===== config.mk =====
export PLATFORM = sky130hd
export DESIGN_NAME = stream_rr_arbiter
export DESIGN_NICKNAME = d
export VERILOG_FILES = /design/src/rtl/stream_pkg.sv /design/src/rtl/rr_pick.sv /design/src/rtl/stream_rr_arbiter.sv
export SDC_FILE = /design/constraint.sdc
export NUM_CORES = 1
export LEC_CHECK = 0
export ABC_AREA = 1
export CORE_MARGIN = 8
export CORE_UTILIZATION = 30
export DETAILED_ROUTE_END_ITERATION = 12
export DONT_BUFFER_PORTS = 1
export SLEW_MARGIN = 20
export SYNTH_ARGS = -nofsm -noshare
export SYNTH_HDL_FRONTEND = slang
export SYNTH_SLANG_ARGS = --single-unit

===== constraint.sdc =====
create_clock -name clk -period 3.51 [get_ports clk]
set_clock_uncertainty 0.1 [all_clocks]
set_input_delay 1.053 -clock clk [delete_from_list [all_inputs] [get_ports clk]]
set_output_delay 1.053 -clock clk [all_outputs]
set_load 0.01 [all_outputs]

===== src/rtl/stream_pkg.sv =====
// Shared types and helpers for the stream arbitration blocks.
package stream_pkg;

  typedef enum logic [0:0] {
    IDLE   = 1'b0,
    LOCKED = 1'b1
  } arb_state_e;

  // Index width that never collapses to zero bits.
  function automatic int clog2_min1(input int n);
    if (n <= 2) begin
      return 1;
    end else begin
      return $clog2(n);
    end
  endfunction

endpackage


===== src/rtl/rr_pick.sv =====
// Rotate-priority encoder: first set request at or after ptr_i, wrapping modulo N.
module rr_pick
  import stream_pkg::*;
#(
  parameter  int N   = 4,
  localparam int IDW = clog2_min1(N)
) (
  input  logic [N-1:0]   req_i,
  input  logic [IDW-1:0] ptr_i,
  output logic [IDW-1:0] gnt_idx_o,
  output logic           any_o
);

  logic [IDW-1:0] pos_s;

  // Scan from the pointer and keep the first hit.
  always_comb begin
    gnt_idx_o = {IDW{1'b0}};
    any_o     = 1'b0;
    pos_s     = {IDW{1'b0}};
    for (int k = 0; k < N; k++) begin
      pos_s = IDW'((int'(ptr_i) + k) % N);
      if (!any_o && req_i[pos_s]) begin
        any_o     = 1'b1;
        gnt_idx_o = pos_s;
      end else begin
        gnt_idx_o = gnt_idx_o;
      end
    end
  end

endmodule


===== src/rtl/stream_rr_arbiter.sv =====
// Packet-granular round-robin arbiter feeding one forward-registered output stage;
// each beat is tagged with its source index.
module stream_rr_arbiter
  import stream_pkg::*;
#(
  parameter  int N   = 4,
  parameter  int L   = 8,
  localparam int IDW = clog2_min1(N)
) (
  input  logic           clk,
  input  logic           rst,
  input  logic [N-1:0]   s_valid,
  output logic [N-1:0]   s_ready,
  input  logic [N*L-1:0] s_data,
  input  logic [N-1:0]   s_last,
  output logic           m_valid,
  input  logic           m_ready,
  output logic [L-1:0]   m_data,
  output logic           m_last,
  output logic [IDW-1:0] m_id
);

  arb_state_e     state_q, state_d;
  logic [IDW-1:0] ptr_q, ptr_d;
  logic [IDW-1:0] owner_q, owner_d;
  logic           m_valid_q, m_valid_d;
  logic [L-1:0]   m_data_q, m_data_d;
  logic           m_last_q, m_last_d;
  logic [IDW-1:0] m_id_q, m_id_d;

  logic [IDW-1:0] pick_idx_s;
  logic           pick_any_s;
  logic [IDW-1:0] sel_s;
  logic           cand_s;
  logic           load_s;
  logic           xfer_s;
  logic [L-1:0]   sel_data_s;
  logic           sel_last_s;
  logic [N-1:0]   s_ready_s;

  function automatic logic [IDW-1:0] next_idx(input logic [IDW-1:0] idx);
    if (idx == IDW'(N - 1)) begin
      return {IDW{1'b0}};
    end else begin
      return idx + IDW'(1);
    end
  endfunction

  rr_pick #(.N(N)) u_pick (
    .req_i     (s_valid),
    .ptr_i     (ptr_q),
    .gnt_idx_o (pick_idx_s),
    .any_o     (pick_any_s)
  );

  // Source selection and the upstream handshake.
  always_comb begin
    load_s = m_ready | ~m_valid_q;
    if (state_q == LOCKED) begin
      sel_s  = owner_q;
      cand_s = 1'b1;
    end else begin
      sel_s  = pick_idx_s;
      cand_s = pick_any_s;
    end

    sel_data_s = {L{1'b0}};
    sel_last_s = 1'b0;
    for (int i = 0; i < N; i++) begin
      if (sel_s == IDW'(i)) begin
        sel_data_s = s_data[i*L +: L];
        sel_last_s = s_last[i];
      end else begin
        sel_data_s = sel_data_s;
      end
    end

    // No beat is accepted while reset is held, so upstream never loses one.
    s_ready_s = {N{1'b0}};
    if (load_s && cand_s && rst) begin
      s_ready_s[sel_s] = 1'b1;
    end else begin
      s_ready_s = {N{1'b0}};
    end
    xfer_s = s_valid[sel_s] & s_ready_s[sel_s];
  end

  assign s_ready = s_ready_s;

  // Output-slice and arbitration next state.
  always_comb begin
    state_d   = state_q;
    ptr_d     = ptr_q;
    owner_d   = owner_q;
    m_valid_d = m_valid_q;
    m_data_d  = m_data_q;
    m_last_d  = m_last_q;
    m_id_d    = m_id_q;

    if (load_s) begin
      if (xfer_s) begin
        m_valid_d = 1'b1;
        m_data_d  = sel_data_s;
        m_last_d  = sel_last_s;
        m_id_d    = sel_s;
      end else begin
        m_valid_d = 1'b0;
      end
    end else begin
      m_valid_d = m_valid_q;
    end

    // ptr only advances at packet end, bounding how long a pending request waits.
    case (state_q)
      IDLE: begin
        if (xfer_s && sel_last_s) begin
          ptr_d = next_idx(sel_s);
        end else if (xfer_s) begin
          state_d = LOCKED;
          owner_d = sel_s;
        end else begin
          state_d = IDLE;
        end
      end
      LOCKED: begin
        if (xfer_s && sel_last_s) begin
          state_d = IDLE;
          ptr_d   = next_idx(owner_q);
        end else begin
          state_d = LOCKED;
        end
      end
      default: begin
        state_d = IDLE;
        ptr_d   = {IDW{1'b0}};
        owner_d = {IDW{1'b0}};
      end
    endcase
  end

  // State and output registers.
  always_ff @(posedge clk or negedge rst) begin
    if (!rst) begin
      state_q   <= IDLE;
      ptr_q     <= {IDW{1'b0}};
      owner_q   <= {IDW{1'b0}};
      m_valid_q <= 1'b0;
      m_data_q  <= {L{1'b0}};
      m_last_q  <= 1'b0;
      m_id_q    <= {IDW{1'b0}};
    end else begin
      state_q   <= state_d;
      ptr_q     <= ptr_d;
      owner_q   <= owner_d;
      m_valid_q <= m_valid_d;
      m_data_q  <= m_data_d;
      m_last_q  <= m_last_d;
      m_id_q    <= m_id_d;
    end
  end

  assign m_valid = m_valid_q;
  assign m_data  = m_data_q;
  assign m_last  = m_last_q;
  assign m_id    = m_id_q;

endmodule


; Word-level counts from Yosys, hierarchy flattened
; Index checks and enable logic that the tools add are counted.
[classes]
add_sub_neg = 5
order_cmp = 6
n_eq_ne = 6
mux = 42
n_bitwise = 5
reduce_logical = 14
[op_table]
columns = op, count
row1 = two-way mux 8 bit, 4
row2 = two-way mux 1 bit, 19
row3 = two-way mux 2 bit, 9
row4 = "less-than comparator 2 x 3 -> 1 bit, second input constant", 5
row5 = binary-select mux 1 bit (select 2 bit), 6
row6 = logical AND 1 bit, 7
row7 = "adder 2 x 1 -> 2 bit, second input constant", 3
row8 = "== test 2 bit, second input constant", 3
row9 = "adder 2 bit, second input constant", 2
row10 = two-way mux 4 bit, 1
row11 = case mux 2 bit (2 select lines), 1
row12 = AND reduction 2 bit, 2
row13 = logical NOT 1 bit, 3
row14 = inverter 1 bit, 3
row15 = AND reduction 3 bit, 1
row16 = demux 1 bit (select 2 bit), 1
row17 = "== test 2 x 1 -> 1 bit, second input constant", 1
row18 = ">= comparator 2 x 1 -> 1 bit, second input constant", 1
row19 = logical NOT 2 bit, 1
row20 = "!= test 2 x 1 -> 1 bit, second input constant", 1
row21 = "!= test 2 bit, second input constant", 1
row22 = case mux 1 bit (2 select lines), 1
row23 = AND 1 bit, 1
row24 = bitwise OR 1 bit, 1
[word_totals]
reg_bits = 17
input_bits = 43
out_inout_bits = 16

; Logic depth before layout (Yosys ltp)
; Gate-level depths: netlist of the first run.
[logic_depth]
ltp_word = 24
ltp_mapped = 23
mapped_depth_nobuf = 23

; Modules after synthesis
; A second synthesis of the first run with hierarchy kept.
[hier_totals]
cells_unflattened = 217
hier_area_um2 = 1530.2
[modules_own_cells]
columns = mod, instances, cells_per_inst, area_per_inst_um2, seq_area_each_um2
row1 = stream_rr_arbiter, 1, 158, 1211.2, 425.4
row2 = rr_pick, 1, 59, 319.1, 0.0

; Worst setup path before layout of the first run
; Ideal clock, no wire load.
[synth_path]
path_type = input -> output
start = in s_valid[3]
end = out s_ready[2]
t_arrival_ns = 2.434
required_time_ns = 2.357
path_slack_ns = -0.077
path_stages = 13
cell_sequence = inv_1 -> nand2_2 -> nand3_1 -> nand2_2 -> nor2_4 -> nand3_2 -> nand2_2 -> inv_2 -> nand2_4 -> ha_1 -> clkbuf_1 -> nand3_1 -> inv_1
[synth_between]
elab_chain_len = 18
word_cells_on_any_way = 32
cone_classes = 2 x order compare / 21 x mux / 9 x reduce/logical
[synth_rtl]
columns = item, line_no
row1 = "start, declared", stream_rr_arbiter.sv:12  ; input logic [N-1:0] s_valid,
row2 = binary-select mux 1 bit (select 2 bit), rr_pick.sv:23  ; if (!any_o && req_i[pos_s]) begin
row3 = two-way mux 1 bit (implied by the code), rr_pick.sv:23
row4 = two-way mux 1 bit, rr_pick.sv:23
row5 = logical NOT 1 bit, rr_pick.sv:23
row6 = logical AND 1 bit, rr_pick.sv:23
row7 = two-way mux 1 bit, rr_pick.sv:23
row8 = logical NOT 1 bit, rr_pick.sv:23
row9 = logical AND 1 bit, rr_pick.sv:23
row10 = (+2 left out), -
row11 = logical AND 1 bit, rr_pick.sv:23
row12 = two-way mux 2 bit, rr_pick.sv:23
row13 = two-way mux 2 bit, stream_rr_arbiter.sv:59  ; if (state_q == LOCKED) begin
row14 = less-than comparator 2 x 3 -> 1 bit (implied by the code) / >= comparator 2 x 1 -> 1 bit (equally long branches), stream_rr_arbiter.sv:81  ; s_ready_s[sel_s] = 1'b1;
row15 = logical AND 1 bit (implied by the code), stream_rr_arbiter.sv:81
row16 = two-way mux 1 bit (implied by the code), stream_rr_arbiter.sv:81
row17 = demux 1 bit (select 2 bit), stream_rr_arbiter.sv:81
row18 = two-way mux 4 bit *, stream_rr_arbiter.sv:80  ; if (load_s && cand_s && rst) begin
row19 = "end, declared", stream_rr_arbiter.sv:13  ; output logic [N-1:0] s_ready,
; Mark *: on every way between the ends. The rest lies on a longest branch, timed or not. The select of a mux whose other input is x is not followed.

; Final worst setup path of the first run
[layout_path]
start = in s_valid[2]
end = out s_ready[1]
[layout_between]
elab_chain_len = 18
word_cells_on_any_way = 32
cone_classes = 2 x order compare / 21 x mux / 9 x reduce/logical
[layout_rtl]
columns = item, line_no
row1 = binary-select mux 1 bit (select 2 bit), rr_pick.sv:23
row2 = two-way mux 1 bit (implied by the code), rr_pick.sv:23
row3 = two-way mux 1 bit, rr_pick.sv:23
row4 = logical NOT 1 bit, rr_pick.sv:23
row5 = logical AND 1 bit, rr_pick.sv:23
row6 = two-way mux 1 bit, rr_pick.sv:23
row7 = logical NOT 1 bit, rr_pick.sv:23
row8 = logical AND 1 bit, rr_pick.sv:23
row9 = (+3 left out), -
row10 = two-way mux 2 bit *, rr_pick.sv:23
row11 = two-way mux 2 bit *, stream_rr_arbiter.sv:59
row12 = net sel_s[1], stream_rr_arbiter.sv:33  ; logic [IDW-1:0] sel_s;
row13 = less-than comparator 2 x 3 -> 1 bit (implied by the code) / >= comparator 2 x 1 -> 1 bit (equally long branches), stream_rr_arbiter.sv:81
row14 = logical AND 1 bit (implied by the code), stream_rr_arbiter.sv:81
row15 = two-way mux 1 bit (implied by the code), stream_rr_arbiter.sv:81
row16 = demux 1 bit (select 2 bit) *, stream_rr_arbiter.sv:81
row17 = two-way mux 4 bit *, stream_rr_arbiter.sv:80
; Mark *: on every way through the listed nets, which the timed path passes. The rest lies on a longest branch. The select of a mux whose other input is x is not followed.

==> impl_metrics.ini, run 1 <==
[grt]
grt_overflow = 0
grt_max_degree = 25
grt_use_total = 0.102
grt_pass1_wl_um = 6220
antenna_found_initial = 0
grt_pass1_vias = 1347

[floorplan]
die_h_um = 86.8
initial_core_util = 0.314
die-area_um2 = 7530
pin_count = 59
num_rows = 25
core_um2 = 4790
fp.dieW_um = 86.8

[timing]
setup_viol_count_final = 0
finalCritPeriodShare = 0.987
timing.final.ws_setup_ns = 0.0449
rsz0062_at_grt = true
max_clock_freq_mhz = 289
hold_violations = 0
layout_min_cycle_time_ns = 3.47
worst_slew_pin_slew_ns = 0.698
slew_violations = 0
maxSlewHeadroom = 0.530

[worst_setup_path]
ff2ff_path_depth = 20
critPathMaxStageDelay_ns = 0.19
critPathLaunchType = input port
cp_slowest_cell = ha_2
worstPathCellList = inv_1 -> nand2_2 -> nand3_2 -> nand2_2 -> nor2_4 -> nand3_1 -> nand2_1 -> inv_1 -> nand2_2 -> nand2_4 -> inv_4 -> ha_2 -> nand3_2 -> inv_2
cp-end-kind = output pin
r2r_end = owner_q[1]
critPathMostFrequentCell = nand2_2
crit_fanout = 4
critPathKind = input port to output pin
required_ns = 2.36
rrSetupSlack_ns = 0.51
cp.arrival_ns = 2.31
r2r_start = ptr_q[0]

[logic_synthesis]
synth-simple-area-share = 0.387
syn_area_um2 = 1500
synth-adder-area-share = 0.0333
syn-mean-instance-area_um2 = 7.22
synthCells = 208
synth_top_family_by_area = simple AND/OR/NAND/NOR gates
synth-seq-cells = 17
synthMuxAreaShare = 0.0533
synth.yosys.seq_area_share = 0.283
synth-compound-area-share = 0.159
yosys.area_share.xor_xnor = 0
yosysWarnings = 0
ys_types = 26
syn_nets = 255

[power]
powerDensity_nw_per_um2 = 1260
power_leakage_uw = 0.000865
peakVddDrop_mv = 0.716
power.total_uw = 2300

[detailed_routing]
wl_um = 3970
wire_per_inst_um = 13.5
wl_met1_um = 1790
drc_errors = 0
met3_wirelength_um = 382
dr_wl_met2_um = 1750
ant_nets = 0
drt-pass1-iter-count = 4
vias = 1385
drt-initial-drc-count = 25
top_layer = met4
vias_per_cell = 4.73

[clocking]
cts_tree = yes
clk_pin_slew_ns = 0.07
clock_path_buffers = 2
htree_num_levels = 1
cts-hold-fix-buffers = 0
clk_latency_ns = 0.25
root_buffer = clkbuf_8
cts_sinks = 17
cts_buffers = 3

[finish]
final_common_cell = nand2_1
drive_gt1_frac = 0.403
area_delta_synth_final_pct = 21.3
fin_nets = 274
antenna_cells_inserted = 0
final_cell_mix = nand2_1, buf_4, nand2_2

[min_path]
hold_class = input port to asynchronous set/reset pin

[place]
place_ws_ns = -0.0134
hpwl_um = 3220
gp_congestion = 0.865
portBuffers = 0

[outcome]
status = completed

[flow_run]
max_cap_viol_count = 0
-- worst max-delay path by stage --
stage,startpoint,end
global placement,s_valid[1],s_ready[0]
CTS,s_valid[1],s_ready[0]
floorplan,s_valid[3],s_ready[2]
global route,s_valid[1],s_ready[3]
detailed placement,s_valid[1],s_ready[0]
finish,s_valid[2],s_ready[1]
-- Yosys cell counts (all sizes together) --
library cell / instances / area, µm²
nand2: 83 / 372
o21ai: 20 / 141
inv: 19 / 71.3
nand3: 19 / 125
dfrtp: 17 / 425
nor2: 11 / 53.8
a22oi: 9 / 67.6
mux2i: 8 / 80.1
buf: 4 / 38.8
ha: 4 / 50.1
nand4: 4 / 25.0
a21oi: 3 / 15.0
clkbuf: 3 / 11.3
a211oi: 1 / 7.51
a21boi: 1 / 7.51
clkinv: 1 / 5.00
or2: 1 / 6.26
-- logic make-up (layout without fill, tap and decap cells) --
kind of cell,Yosys count,count (layout)
buffers and inverters,27,45
flip-flops,17,17
AND/OR/NAND/NOR,118,118
multiplexers,8,8
adder cells (fa/ha/maj),4,4
AO/OA/AOI/OAI,34,34
-- worst max-delay path: cells and delay by family --
kind	cells	cell delay (ns)
simple gates	9	0.75
fa+ha+maj	1	0.19
buf+inv	4	0.30
-- cell type report --
type / instances / area (µm²)
tap: 67 / 83.8
clock buffer: 4 / 45.0
timing repair buffer: 21 / 158
sequential: 17 / 427
inverter: 20 / 81.3
multi-input combinational: 164 / 1030
fill: 505 / 2960
-- timing repair --
action / 4_1_cts / 5_1_grt
pin swaps: 1 / 8
gates resized for setup: 0 / 28
endpoints found under the setup margin: 1 / 4
setup buffers: 0 / 7
-- layer usage --
metal  GRT usage  up-vias
li1            -      716
met1       0.119      614
met2       0.161       50
met3      0.0435        5
met4      0.0376        0
met5           0        -
-- metrics by stage --
stage / util / area (µm²) / hold WS, ns / TNS [ns] / cells
floorplan: - / 1510 / 0.373 / 0 / 208
global placement: 0.344 / 1650 / 0.404 / 0 / 282
detailed placement: 0.344 / 1650 / 0.404 / -0.0134 / 282
CTS: 0.353 / 1690 / 0.382 / 0 / 286
global route: 0.381 / 1820 / 0.375 / -0.191 / 293
finish: 0.381 / 1820 / 0.389 / 0 / 293
-- flip-flops by register name, summed over array words and instances, names as in the netlist, named ones only --
signal and cells:
m_id 2, m_valid 1, m_data 8, owner_q 2, m_last 1, ptr_q 2
-- report_power, final --
group	switching [µW]	internal, µW
sequential	113	289
combinational	1040	707
clock	67.8	80.6
Note: power is estimated with default switching activity, not from simulation.
==> inputs of run 2 (changes only) <==
--- a/config.mk
+++ b/config.mk
@@ -10,6 +10,7 @@
 export CORE_UTILIZATION = 30
 export DETAILED_ROUTE_END_ITERATION = 12
 export DONT_BUFFER_PORTS = 1
+export REMOVE_ABC_BUFFERS = 1
 export SLEW_MARGIN = 20
 export SYNTH_ARGS = -nofsm -noshare
 export SYNTH_HDL_FRONTEND = slang
==> run 2 against run 1 <==
Die area stayed put. Worst hold slack got worse by 0.0046 ns. Sequential cell count unchanged. Global-route usage grew 0.43 points. Maximum frequency up 1.3%. Register-to-register slack got worse by 0.02 ns.
==> impl_metrics.ini, run 2 (synthesis results as in run 1) <==
[outcome]
status = completed

[floorplan]
core_um2 = 4790
die-area_um2 = 7530
fp.dieW_um = 86.8
num_rows = 25
initial_core_util = 0.314
die_h_um = 86.8
pin_count = 59

[timing]
hold_violations = 0
rsz0062_at_grt = true
layout_min_cycle_time_ns = 3.42
finalCritPeriodShare = 0.975
fin_tns_setup_ns = 0
max_clock_freq_mhz = 292
maxSlewHeadroom = 0.502
slew_violations = 0
setup_viol_count_final = 0
worst_slew_pin_slew_ns = 0.740

[place]
hpwl_um = 3270
gp_congestion = 0.802
placed_area_um2 = 1650
portBuffers = 0

[finish]
area_delta_synth_final_pct = 23.0
largest_reg_flops = 8
antenna_cells_inserted = 0
final_common_cell = nand2_1
final_cell_mix = nand2_1, buf_4, nand2_2
fin_nets = 275
postLayoutCellArea_um2 = 1850
fillCellCount = 515
drive_gt1_frac = 0.396

[clocking]
htree_num_levels = 1
cts_sinks = 17
root_buffer = clkbuf_8
cts-hold-fix-buffers = 0
clock_path_buffers = 2
cts_tree = yes
clk_pin_slew_ns = 0.08
clk_latency_ns = 0.25
cts_buffers = 3

[worst_setup_path]
cp.arrival_ns = 2.27
cp-end-kind = output pin
critPathKind = input port to output pin
critPathLaunchType = input port
required_ns = 2.36
rrSetupSlack_ns = 0.49
crit_fanout = 4

[power]
power.total_uw = 2410
peakVddDrop_mv = 0.563
powerDensity_nw_per_um2 = 1300
power_leakage_uw = 0.000874

[detailed_routing]
drt-pass1-iter-count = 4
drc_errors = 0
wl_um = 4030
drt-initial-drc-count = 43
vias_per_cell = 4.77
wire_per_inst_um = 13.7
vias = 1402
ant_nets = 0

[grt]
grt_pass1_vias = 1417
antenna_found_initial = 0
grt_pass1_wl_um = 6470
grt_max_degree = 25
grt_overflow = 0
grt_use_total = 0.106

[flow_run]
max_cap_viol_count = 0

[min_path]
hold_class = input port to asynchronous set/reset pin
run 2: critical path, cell delays in order:
cell and delay (ns):
clkinvlp_4 0.08, nand2_2 0.08, nand3_1 0.08, nand2_2 0.11, nand2_2 0.08, a21oi_1 0.12, nor2_1 0.08, nor2_4 0.16
ha_2 0.22, nand3_2 0.09, inv_2 0.11
run 2: per-layer routing:
layer	up-vias	part of all wire	track usage
met5	-	0	0
met4	0	0.0072	0.0344
met3	2	0.11	0.0473
met2	64	0.43	0.164
met1	615	0.45	0.128
li1	721	-	-
run 2: cell type report:
type	count	area, µm²	area share
inverter	20	81.3	0.0440
tap	67	83.8	0.0454
sequential	17	425	0.230
clock inverter	1	7.51	0.00406
multi-input combinational	164	1040	0.565
clock buffer	3	41.3	0.0223
timing repair buffer	22	165	0.0894
run 2: through the flow:
step	util	instances	setup WS, ns	hold WS [ns]
floorplan	-	201	-0.166	0.373
global placement	0.345	283	-0.0640	0.401
detailed placement	0.345	283	-0.0803	0.403
CTS	0.364	291	0.00476	0.376
global route	0.386	294	-0.0470	0.367
finish	0.386	294	0.0893	0.385
run 2: power breakdown:
part	internal [µW]	total (µW)	switching [µW]
Sequential	287	394	107
Clock	79.8	150	70.3
Combinational	769	1860	1090
Total	1140	2410	1270
run 2: path summary, 6_finish.rpt:
check / start / endpoint / cells past startpoint
min in group clk: owner_q[0] / owner_q[0] / 2
worst min register to register: owner_q[0] / owner_q[0] / 2
worst max register to register: ptr_q[0] / owner_q[1] / 22
max in group asynchronous: rst / owner_q[0] / 0
worst min-delay path: rst / m_data[5] / 0
worst max-delay path: s_valid[2] / s_ready[3] / 11
run 2: timing repair:
item / in CTS / in global routing
setup endpoints to repair: 3 / 6
buffers inserted: 4 / 3
pin swaps: 3 / 7
resized for setup: 7 / 22
==> inputs of run 3 (changes only) <==
--- a/config.mk
+++ b/config.mk
@@ -6,6 +6,7 @@
 export NUM_CORES = 1
 export LEC_CHECK = 0
 export ABC_AREA = 1
+export CAP_MARGIN = 20
 export CORE_MARGIN = 8
 export CORE_UTILIZATION = 30
 export DETAILED_ROUTE_END_ITERATION = 12
==> results of run 3 <==
Final layout, timing and power as in run 2 (identical DEF).
